===== src/rtl/grf_scoreboard.sv =====
// -----------------------------------------------------------------------------
// grf_scoreboard
//
// Per-register write scoreboard for the general register file (32 x 32-bit,
// one write port, write-through read forwarding). It tracks how many issued
// instructions still owe a write to each register. At issue it raises `stall`
// when a source or destination conflicts with an outstanding write.
//
// Ports
//   clk, reset            : clock, synchronous active-high reset
//   issue_valid           : D stage presents an instruction this cycle
//   issue_rs/_rs_used     : first source register and its use flag
//   issue_rt/_rt_used     : second source register and its use flag
//   issue_rd/_rd_we       : destination register and its write enable
//   wb_valid, wb_addr     : GRF write port activity (retire event)
//   stall                 : combinational, hold the instruction in D
//   issue_fire            : combinational, issue_valid & ~stall
//   pending_mask          : registered, bit i set while register i owes a write
//   pending_any           : registered, OR of pending_mask
//   err_underflow         : registered sticky, retire seen with counter at zero
// -----------------------------------------------------------------------------
module grf_scoreboard #(
    parameter int CNT_W = 2
) (
    input  logic        clk,
    input  logic        reset,
    input  logic        issue_valid,
    input  logic [4:0]  issue_rs,
    input  logic        issue_rs_used,
    input  logic [4:0]  issue_rt,
    input  logic        issue_rt_used,
    input  logic [4:0]  issue_rd,
    input  logic        issue_rd_we,
    input  logic        wb_valid,
    input  logic [4:0]  wb_addr,
    output logic        stall,
    output logic        issue_fire,
    output logic [31:0] pending_mask,
    output logic        pending_any,
    output logic        err_underflow
);

    localparam logic [CNT_W-1:0] CNT_ZERO = CNT_W'(0);
    localparam logic [CNT_W-1:0] CNT_ONE  = CNT_W'(1);
    localparam logic [CNT_W-1:0] CNT_MAX  = {CNT_W{1'b1}};

    logic [CNT_W-1:0] cnt_r     [32];
    logic [CNT_W-1:0] cnt_nxt_s [32];
    logic [31:0]      retire_s;
    logic [31:0]      alloc_s;
    logic [31:0]      mask_nxt_s;
    logic             underflow_s;
    logic             rs_haz_s;
    logic             rt_haz_s;
    logic             rd_haz_s;
    logic             stall_s;
    logic             fire_s;
    logic [31:0]      pending_mask_r;
    logic             pending_any_r;
    logic             err_underflow_r;

    // Decode the write port into a one-hot retire vector; r0 is never tracked.
    always_comb begin
        for (int i = 0; i < 32; i++) begin
            retire_s[i] = wb_valid && (wb_addr == 5'(i)) && (i != 0);
        end
    end

    // Hazard checks against pre-allocation state. A sole outstanding write
    // retiring this cycle is forwarded by the GRF, so it does not stall a read.
    always_comb begin
        rs_haz_s = 1'b0;
        rt_haz_s = 1'b0;
        rd_haz_s = 1'b0;
        if (issue_rs_used && (issue_rs != 5'd0)) begin
            if (cnt_r[issue_rs] > CNT_ONE) begin
                rs_haz_s = 1'b1;
            end else if (cnt_r[issue_rs] == CNT_ONE) begin
                rs_haz_s = ~retire_s[issue_rs];
            end else begin
                rs_haz_s = 1'b0;
            end
        end else begin
            rs_haz_s = 1'b0;
        end
        if (issue_rt_used && (issue_rt != 5'd0)) begin
            if (cnt_r[issue_rt] > CNT_ONE) begin
                rt_haz_s = 1'b1;
            end else if (cnt_r[issue_rt] == CNT_ONE) begin
                rt_haz_s = ~retire_s[issue_rt];
            end else begin
                rt_haz_s = 1'b0;
            end
        end else begin
            rt_haz_s = 1'b0;
        end
        // A full counter may only take another write if one leaves this cycle.
        if (issue_rd_we && (issue_rd != 5'd0)) begin
            rd_haz_s = (cnt_r[issue_rd] == CNT_MAX) && ~retire_s[issue_rd];
        end else begin
            rd_haz_s = 1'b0;
        end
        stall_s = issue_valid && (rs_haz_s || rt_haz_s || rd_haz_s);
        fire_s  = issue_valid && ~stall_s;
    end

    // Decode the accepted destination into a one-hot allocate vector.
    always_comb begin
        for (int i = 0; i < 32; i++) begin
            alloc_s[i] = fire_s && issue_rd_we && (issue_rd == 5'(i)) && (i != 0);
        end
    end

    // Next counter values; a retire against an empty counter flags underflow
    // instead of wrapping.
    always_comb begin
        underflow_s = 1'b0;
        for (int i = 0; i < 32; i++) begin
            cnt_nxt_s[i] = cnt_r[i];
            case ({alloc_s[i], retire_s[i]})
                2'b10: cnt_nxt_s[i] = cnt_r[i] + CNT_ONE;
                2'b01: begin
                    if (cnt_r[i] != CNT_ZERO) begin
                        cnt_nxt_s[i] = cnt_r[i] - CNT_ONE;
                    end else begin
                        underflow_s = 1'b1;
                    end
                end
                default: cnt_nxt_s[i] = cnt_r[i];
            endcase
        end
        cnt_nxt_s[0] = CNT_ZERO;
        for (int i = 0; i < 32; i++) begin
            mask_nxt_s[i] = (cnt_nxt_s[i] != CNT_ZERO);
        end
    end

    // State and registered status; status is derived from next counts so it
    // always matches the counters it describes.
    always_ff @(posedge clk) begin
        if (reset) begin
            for (int i = 0; i < 32; i++) begin
                cnt_r[i] <= CNT_ZERO;
            end
            pending_mask_r  <= 32'd0;
            pending_any_r   <= 1'b0;
            err_underflow_r <= 1'b0;
        end else begin
            for (int i = 0; i < 32; i++) begin
                cnt_r[i] <= cnt_nxt_s[i];
            end
            pending_mask_r  <= mask_nxt_s;
            pending_any_r   <= |mask_nxt_s;
            err_underflow_r <= err_underflow_r | underflow_s;
        end
    end

    assign stall         = stall_s;
    assign issue_fire    = fire_s;
    assign pending_mask  = pending_mask_r;
    assign pending_any   = pending_any_r;
    assign err_underflow = err_underflow_r;

endmodule


===== config.mk =====
export PLATFORM = sky130hd
export DESIGN_NAME = grf_scoreboard
export DESIGN_NICKNAME = d
export VERILOG_FILES = /design/src/rtl/grf_scoreboard.sv
export SDC_FILE = /design/constraint.sdc
export NUM_CORES = 1
export LEC_CHECK = 0
export ABC_AREA = 1
export CORE_MARGIN = 3
export CORE_UTILIZATION = 25
export DETAILED_ROUTE_END_ITERATION = 8
export SYNTH_ARGS = -nofsm -noshare
export SYNTH_HDL_FRONTEND = slang
export SYNTH_SLANG_ARGS = --single-unit

===== constraint.sdc =====
create_clock -name clk -period 7.1 [get_ports clk]
set_input_delay 1.065 -clock clk [delete_from_list [all_inputs] [get_ports clk]]
set_output_delay 1.065 -clock clk [all_outputs]
set_load 0.03 [all_outputs]

==> results.py <==
metrics = {
    "synth": {
        "async_reset_ff_share_pct": 0,
        "yosysMostFrequentCell": "nand2_1",
        "yosys-top-cells-count": "nand2_1 (476), nor2_1 (252), inv_1 (179), ha_1 (155), nand3_1 (145)",
        "synthCells": 1652,
        "yosys_warnings": 0,
        "synth_top_area_share_pct": 19.6,
        "syn_avg_cell_area_um2": 5.99,
        "synth_cell_types": 32,
        "netlist_area_um2": 9900,
        "yosys-top-cells-area": "ha_1 (20%), dfxtp_1 (19%), nand2_1 (18%)",
        "synth_area_leader_cell": "ha_1",
        "synth_fp_nets": 1834,
        "synth_seq_cells": 95,
        "synth_ff_type": "dfxtp_1",
        "synth-edff-count": 0,
        "yosysSeqAreaShare_pct": 19.2,
    },
    "sta": {
        "hold_violations": 0,
        "worstMarginPinSlew_ns": 1.01,
        "post-route-min-period_ns": 6.47,
        "skew_ns": 0.0118,
        "rsz0062_at_grt": "no",
        "period_share_pct": 91.1,
        "finalSetupTns_ns": 0,
        "fmaxAchievable_mhz": 155,
        "slew_viol_final": 0,
        "setup_viol": 0,
        "max_slew_margin_pct": 32.4,
        "holdWs_ns": 0.572,
    },
    "worst_setup_path": {
        "critPathKind": "primary input to primary output",
        "crit_path_cell_trace": "clkdlybuf4s50_1 -> inv_2 -> nor2_2 -> a21oi_1 -> nand2_1 -> nand2_1 -> nand2_1 -> inv_1 -> nand2_1 -> nand3_1 -> nand2_1 -> nand2_1 -> nand2_1 -> nor2_4 -> buf_4 -> nor2_1 -> clkdlybuf4s50_1",
        "cp.required_ns": 6.03,
        "critPathBufInv": 5,
        "crit_arrival_ns": 5.40,
        "setup.worst_path.start_class": "primary input",
        "critical_path.max_fanout": 32,
        "crit_family": "buffers and inverters",
        "endpoint_kind": "primary output",
        "worst_path_most_repeated_cell": "nand2_1",
        "critPathSlowestCell": "clkdlybuf4s50_1",
        "max_stage_delay_ns": 0.99,
    },
    "die": {
        "fp-row-count": 72,
        "io_pins": 63,
        "core_um2": 38900,
        "dieArea_um2": 42000,
        "die_x_um": 205,
        "start_util_pct": 25.4,
        "die_y_um": 205,
    },
    "grt": {
        "met1_usage_pct": 29.7,
        "use_met2_pct": 36.1,
        "grt_overflow": 0,
        "antenna_found_initial": 0,
        "grt_max_degree": 96,
        "grt_pass1_vias": 10600,
        "track_usage_pct": 22.0,
        "met3_usage_pct": 3.34,
        "top_usage_layer": "met2",
        "grt_pass1_wl_mm": 68.5,
    },
    "clocking": {
        "cts_buffers": 9,
        "cts_tree": "built",
        "clk_pin_slew_ns": 0.07,
        "clock_sinks": 95,
        "clk_latency_ns": 0.38,
        "post_cts_buffers": 0,
        "cts_buffer_depth": 2,
        "cts_max_level": 3,
        "cts_root_buffer": "clkbuf_16",
    },
    "final_layout": {
        "area_growth_pct": 15.8,
        "fillCellCount": 4415,
        "final_design_area_no_fill_um2": 11500,
        "antennaDiodeCount": 0,
        "utilization_pct": 29.4,
        "nNetsFinal": 1883,
        "drive_gt1_share_pct": 5.10,
    },
    "pwr": {
        "power_leakage_nw": 5.09,
        "ir_drop_mv": 0.121,
        "finalPower_mw": 1.44,
        "p_per_area_nw_per_um2": 126,
    },
    "route": {
        "drc": 0,
        "wirelength_mm": 46.2,
        "dr.pass1.iters": 5,
        "first_iter_violations": 1133,
        "drt-vias-per-instance": 5.00,
        "wl_per_cell_um": 20.8,
        "ant_nets": 0,
        "num_vias": 11100,
    },
    "placed_design": {
        "dpl_cell_area_um2": 11100,
        "globalplace.congestion": 1.04,
        "hpwl_mm": 36.7,
        "portBuffers": 61,
    },
    "min_path": {
        "hp-class": "flip-flop to flip-flop",
    },
    "run": {
        "maxCapViolCount": 0,
    },
    "status": {
        "status": "finished clean",
    },
}
## worst min-delay path, stage by stage (launching register included)
cell	delay [ns]
dfxtp_1	0.35
o21ai_0	0.11
nor2_1	0.08
## layout by cell type (no fill, tap or decap), types with 4 or more instances in the layout
| cell | n |
|---|---|
| o21ai_0 | 98 |
| nand3_1 | 145 |
| nor2_2 | 20 |
| a21oi_1 | 58 |
| inv_2 | 10 |
| nand4_1 | 51 |
| nor2_1 | 251 |
| clkbuf_16 | 9 |
| dfxtp_1 | 95 |
| nor3_1 | 8 |
| a22oi_1 | 7 |
| clkdlybuf4s50_1 | 60 |
| a221oi_1 | 4 |
| buf_4 | 35 |
| inv_1 | 179 |
| ha_1 | 155 |
| and2_1 | 7 |
| o211ai_1 | 8 |
| nand2_1 | 476 |
## power by group
group	switching (mW)	total, mW	internal (mW)	leakage (nW)
combinational	0.252	0.348	0.0956	4.17
sequential	0.0139	0.560	0.546	0.769
clock	0.244	0.533	0.289	0.149
## cells by family (layout without fill, tap and decap cells)
group                      after synthesis  in the layout  synth area share (%)
DFF                                     95             95                  19.2
adders and majority gates              155            155                  19.6
AOI/OAI and AO/OA                      185            185                  10.1
buffers and inverters                  249            303                  10.0
other                                    1              1                0.0379
and+or+nand+nor                        967            967                  41.1
## per-layer routing
layer | part of all wire, % | vias to the layer above
met5 | 0 | -
met2 | 45 | 434
met1 | 45 | 5226
met3 | 6.6 | 81
li1 | - | 5376
met4 | 3.2 | 0
## final cells by class
type | count | area [um^2] | share of cell area [%]
Multi-Input combinational cell | 1308 | 7010 | 61.2
Sequential cell | 95 | 1900 | 16.6
Timing Repair Buffer | 95 | 863 | 7.54
Inverter | 192 | 721 | 6.29
Tap cell | 518 | 648 | 5.66
Clock buffer | 10 | 239 | 2.09
Clock inverter | 6 | 76.3 | 0.666
## through the flow
| stage | setup WS [ns] | std cells |
|---|---|---|
| after global placement | -0.0561 | 2208 |
| after floorplan | 3.08 | 1652 |
| final | 0.634 | 2224 |
| after global routing | 0.365 | 2224 |
| after detailed placement | -0.0736 | 2208 |
| after CTS | 0.280 | 2224 |
## what timing repair did
item                       4_1_cts  5_1_grt
hold buffers                     0        0
hold endpoints to repair         0        0
setup endpoints to repair        0        1
gates resized for setup          0        1
## state kept, by name, indices dropped and copies added, names as in the netlist
name / cells
err_underflow: 1
pending_any: 1
cnt_r: 62
pending_mask: 31
## final timing paths
path,startpoint,endpoint,slack [ns],cells past startpoint
max,issue_rd[1],stall,0.63,17
min,cnt_r[7][0]$_SDFF_PP0_,cnt_r[7][0]$_SDFF_PP0_,0.57,2
max reg2reg,cnt_r[11][0]$_SDFF_PP0_,pending_any$_SDFF_PP0_,2.77,24
min reg2reg,cnt_r[7][0]$_SDFF_PP0_,cnt_r[7][0]$_SDFF_PP0_,0.57,2
No activity file was read; power rests on OpenSTA's default activity.
